File: config.mk
export PLATFORM = sky130hd
export DESIGN_NAME = ysyx_22050612_ifu
export DESIGN_NICKNAME = d
export VERILOG_FILES = /design/src/rtl/ysyx_22050612_ifu.sv
export SDC_FILE = /design/constraint.sdc
export NUM_CORES = 1
export LEC_CHECK = 0
export CAP_MARGIN = 20
export CORE_MARGIN = 5
export CORE_UTILIZATION = 43
export CTS_CLUSTER_DIAMETER = 100
export DETAILED_ROUTE_END_ITERATION = 8
export HOLD_SLACK_MARGIN = 0.03
export MAX_ROUTING_LAYER = met4
export PLACE_DENSITY = 0.84
export SLEW_MARGIN = 10
export SYNTH_ARGS = -nofsm -noshare
export SYNTH_HDL_FRONTEND = slang
export SYNTH_SLANG_ARGS = --single-unit
export TNS_END_PERCENT = 100
File: constraint.sdc
create_clock -name clk -period 2.9 [get_ports clk]
set_input_delay 0.58 -clock clk [delete_from_list [all_inputs] [get_ports clk]]
set_output_delay 0.58 -clock clk [all_outputs]
set_load 0.01 [all_outputs]
File: src/rtl/ysyx_22050612_ifu.sv
// ysyx_22050612 IFU: owns the PC, keeps one imem fetch outstanding, buffers one inst.
// Optional ebreak halt: define YSYX_22050612_IFU_EBREAK_HALT_EN.
module ysyx_22050612_ifu #(
  parameter logic [63:0] RESET_PC = 64'h0000_0000_8000_0000
) (
  input  logic        clk,
  input  logic        rst_n,
  output logic        imem_req_valid,
  input  logic        imem_req_ready,
  output logic [63:0] imem_req_addr,
  input  logic        imem_resp_valid,
  input  logic [31:0] imem_resp_data,
  output logic        inst_valid,
  input  logic        inst_ready,
  output logic [31:0] inst,
  output logic [63:0] inst_pc,
  input  logic        redirect_valid,
  input  logic [63:0] redirect_pc,
  output logic        halted
);

  typedef enum logic {REQ, WAIT} state_t;

  state_t      state_q, state_d;
  logic [63:0] pc_q, pc_d;
  logic [63:0] fetch_pc_q, fetch_pc_d;
  logic [63:0] inst_pc_q, inst_pc_d;
  logic [31:0] inst_q, inst_d;
  logic        discard_q, discard_d;
  logic        buf_valid_q, buf_valid_d;
  logic        halted_q, halted_d;
  logic        run_q, run_d;
  logic        req_fire;
  logic        resp_take;
  logic        halt_hit;

  // run_q keeps the request low for the cycle in which reset is held
  assign imem_req_valid = run_q && (state_q == REQ)
                          && !buf_valid_q && !halted_q;
  assign imem_req_addr  = pc_q;
  assign inst_valid     = buf_valid_q;
  assign inst           = inst_q;
  assign inst_pc        = inst_pc_q;
  assign halted         = halted_q;

  assign req_fire  = imem_req_valid && imem_req_ready;
  assign resp_take = (state_q == WAIT) && imem_resp_valid
                     && !discard_q && !redirect_valid;

`ifdef YSYX_22050612_IFU_EBREAK_HALT_EN
  localparam logic [31:0] EBREAK = 32'h0010_0073;
  assign halt_hit = resp_take && (imem_resp_data == EBREAK);
`else
  assign halt_hit = 1'b0;
`endif

  always_comb begin
    state_d     = state_q;
    pc_d        = pc_q;
    fetch_pc_d  = fetch_pc_q;
    inst_pc_d   = inst_pc_q;
    inst_d      = inst_q;
    discard_d   = discard_q;
    buf_valid_d = buf_valid_q;
    halted_d    = halted_q;
    run_d       = 1'b1;

    if (buf_valid_q && inst_ready) buf_valid_d = 1'b0;

    unique case (state_q)
      REQ: begin
        if (req_fire) begin
          fetch_pc_d = pc_q;
          state_d    = WAIT;
        end
      end
      WAIT: begin
        if (imem_resp_valid) begin
          state_d   = REQ;
          discard_d = 1'b0;
        end
      end
      default: ;
    endcase

    if (resp_take) begin
      buf_valid_d = 1'b1;
      inst_d      = imem_resp_data;
      inst_pc_d   = fetch_pc_q;
      pc_d        = fetch_pc_q + 64'd4;
    end

    if (halt_hit) halted_d = 1'b1;

    // a response landing in the redirect cycle closes the old fetch itself
    if (redirect_valid) begin
      pc_d        = {redirect_pc[63:2], 2'b00};
      buf_valid_d = 1'b0;
      if (((state_q == WAIT) && !imem_resp_valid) || req_fire)
        discard_d = 1'b1;
    end
  end

  always_ff @(posedge clk) begin
    if (!rst_n) begin
      state_q     <= REQ;
      pc_q        <= RESET_PC;
      fetch_pc_q  <= 64'd0;
      inst_pc_q   <= 64'd0;
      inst_q      <= 32'd0;
      discard_q   <= 1'b0;
      buf_valid_q <= 1'b0;
      halted_q    <= 1'b0;
      run_q       <= 1'b0;
    end else begin
      state_q     <= state_d;
      pc_q        <= pc_d;
      fetch_pc_q  <= fetch_pc_d;
      inst_pc_q   <= inst_pc_d;
      inst_q      <= inst_d;
      discard_q   <= discard_d;
      buf_valid_q <= buf_valid_d;
      halted_q    <= halted_d;
      run_q       <= run_d;
    end
  end

endmodule

==> results by group <==
Outcome
  • Run status: finished, final reports clean

Timing
  • Final worst clock skew: 0.01424 ns
  • Worst slew pin tran: 0.6552 ns
  • Count of final setup violators: 0
  • Final TNS setup: 0 ns
  • Slew HR: 56.32%
  • Worst Hold Slack: between 0.4 and 0.5 ns
  • Final Slew Violations: 0
  • Final period utilization: 87.60%
  • RSZ-0062 raised after global routing: no
  • Final hold viol count: 0
  • Crit path time final: 2.540 ns
  • Max Fclk: between 300 and 400 MHz

Die
  • Top-Level Pins: between 200 and 300
  • Num rows: 56
  • Die height: ~160 um
  • Starting Density: 43.36%
  • Die width: around 160 um
  • Die Area: 26620 um2
  • Core outline area: around 23000 um2

Routing
  • Routed WL per cell: 17.05 um
  • DRC Markers: 0
  • Drt total wl: 30630 um
  • Initial detailed-routing violation count: 596
  • Pre-Repair DR Iteration Count: 5
  • DRT antenna net count: 0
  • Number of vias per cell: roughly 5.3
  • Vias: 9449

Hold path
  • Hold path startpoint: inst[26]
  • Min-Delay Path Class: flop to flop

Logic synthesis
  • Register area share after synthesis: 45.25%
  • Largest family of logic cells by synthesized area: simple AND/OR/NAND/NOR gates
  • Xor/xnor cell area share of the yosys netlist: slightly below 5%
  • Post-synth top cells: nand2_1 (392), dfxtp_1 (228), a21boi_0 (162)
  • Post-Syn Nets: approximately 1300
  • Async SR Flop Fraction: 0%
  • Compound-Gate Fraction of Synth Area: 19.36%
  • Post-synthesis mux area share: less than 1%
  • Yosys warning total: 0
  • Number of flops mapped to enable cells by yosys: 0
  • Area leader, netlist: dfxtp_1
  • Mapped Cells: 1245
  • Mean Syn Cell Area: 8.101 um2
  • Area share of the largest cell type after synthesis: 45.25%
  • Mapped Area: ~10000 um2
  • Post-Synth Simple-Gate Area: 25.01%
  • Main synth FF type: dfxtp_1
  • Adder-cell share of the synthesized area: 0.1241%
  • Synth cell types: 58
  • Synth Register Bits: 228
  • Most common cell in the netlist: nand2_1
  • Ranking of synthesized cells by area: dfxtp_1 (45%), nand2_1 (15%), a21boi_0 (12%)

Final layout
  • Ant. Diodes: 0
  • Fill cells: 2018
  • Nets@finish: 1565
  • Layout cells sized above 1: a little under 6%
  • Non-filler instance count after layout: 1796
  • Util after Layout: approximately 59%
  • Layout area overhead: 36.73%

Worst setup path
  • Worst Setup SP: fetch_pc_q[7]
  • Req. time, crit path: between 3 and 4 ns
  • Crit Path Max Fanout: 12
  • WP data arrival: 2.93 ns
  • Crit path kind: flop to flop
  • Worst setup EP type: flop
  • Worst R2R Start: fetch_pc_q[7]
  • Worst setup SP type: flop

Power and ir drop
  • Clock power share: 44.3%
  • Tot Pwr: 7.145 mW
  • Sw frac: 22.85%
  • Comb pwr share: 9.4%
  • Internal cell power: about 5.5 mW
  • Max VDD drop: about 340 uV
  • LEAKAGE: 4.595 nW
  • Cell Pwr Density: 518.1 nW/um2
  • P_sw: between 1.5 and 2 mW
  • Sequential power share: 46.3%

CTS
  • Clock slew at reported path FFs: approximately 0.060 ns
  • CTS sink count: 228
  • # resized after CTS: 0
  • Post-CTS setup buffer count: 0
  • Clk buf depth: 3
  • TritonCTS clock tree: built
  • CTS Buf Count: 24
  • CTS Root Buffer Type: clkbuf_16
  • Hold Buf Count CTS: 0
  • H-tree depth: 1
  • Worst-skew pair later-pin latency: 0.51 ns

Placed design
  • I/O Buffers: 261
  • GP Congestion: 0.8870
  • Dpl cells: 1755
  • Dpl hpwl: roughly 21000 um

GRT
  • Largest net degree at the start of global routing: 67
  • First-pass GRT wire length: around 48000 um
  • Vias in the first global route: 9235
  • Antenna violations before repair: 0
  • Overflow after GRT: 0
  • Global-route usage over all layers: 22.62%

Job
  • Max Cap Violations: 0
-- cell families after synthesis --
logic type / after synthesis
XOR/XNOR: 57
AO/OA/AOI/OAI: 285
AND/OR/NAND/NOR: 563
multiplexers: 8
other: 1
flip-flops: 228
adder cells (fa/ha/maj): 1
buffers and inverters: 102
-- cell type report --
type                       instances  area (um2)  share of cell area (%)
multi-input combinational        915        5099                   36.97
sequential                       228        4564                   33.10
timing repair buffer             289        2905                   21.07
clock buffer                      35       703.2                   5.099
tap                              319       399.1                   2.894
clock inverter                     6       105.1                  0.7621
inverter                           4       15.01                  0.1089
-- per-stage QoR --
step,area [um2],setup WS (ns)
after floorplan,10090,0.6925
after global routing,13790,0.1851
after CTS,13790,0.3255
final,13790,0.3595
after global placement,12980,0.4401
after detailed placement,12980,0.4087
-- registers in the layout, summed over array words and instances, names as in the netlist --
signal,count
inst_valid,1
inst,32
imem_req_addr,64
inst_pc,64
run_q,1
discard_q,1
fetch_pc_q,64
state_q,1
-- final timing paths --
check | to | slack [ns] | cells after the start
worst max register to register | imem_req_addr[61] | 0.36 | 7
worst max-delay path | imem_req_addr[61] | 0.36 | 7
worst min-delay path | inst[26] | 0.46 | 2
worst min register to register | inst[26] | 0.46 | 2
-- worst max-delay path, cell delays in order, from the launching register on --
cell      delay (ns)
dfxtp_1         0.52
nand4_4         0.21
nor4_2          0.43
buf_4           0.19
and4_1          0.56
nand4b_1        0.18
xor2_1          0.22
o21ai_0         0.10
-- cell usage in the layout, fill, tap and decap left out, drive strengths merged, types with 5 or more instances in the layout --
master / count
nor4: 5
and4: 9
nand2b: 13
and2: 12
o311ai: 13
o21ai: 56
nor2b: 13
xor2: 31
dfxtp: 228
xnor2: 26
a21oi: 30
and3: 9
nand2: 392
clkdlybuf4s50: 259
nor2: 28
nor3: 6
buf: 30
nand4: 19
a21boi: 162
a32oi: 5
mux2i: 8
a211oi: 10
clkbuf: 35
nand3: 46
-- power groups by stage --
| stage | logic, mW | registers [mW] | clock network (mW) |
|---|---|---|---|
| 2_1_floorplan | 0.280 | 3.38 | 0 |
| 3_3_place_gp | 0.659 | 3.37 | 0 |
| 3_5_place_dp | 0.668 | 3.38 | 0 |
| 4_1_cts | 0.673 | 3.31 | 3.23 |
| 5_1_grt | 0.721 | 3.32 | 3.38 |
| 6_report | 0.669 | 3.31 | 3.17 |
-- layer usage --
metal | global-route usage, % | routed length [um] | part of all wire [%]
met5 | - | 0 | 0
met4 | 7.129 | 919 | 3.0
met3 | 3.331 | 1854 | 6.1
met2 | 38.09 | 14640 | 48
met1 | 28.14 | 13210 | 43
No activity file was read; power rests on OpenSTA's default activity.
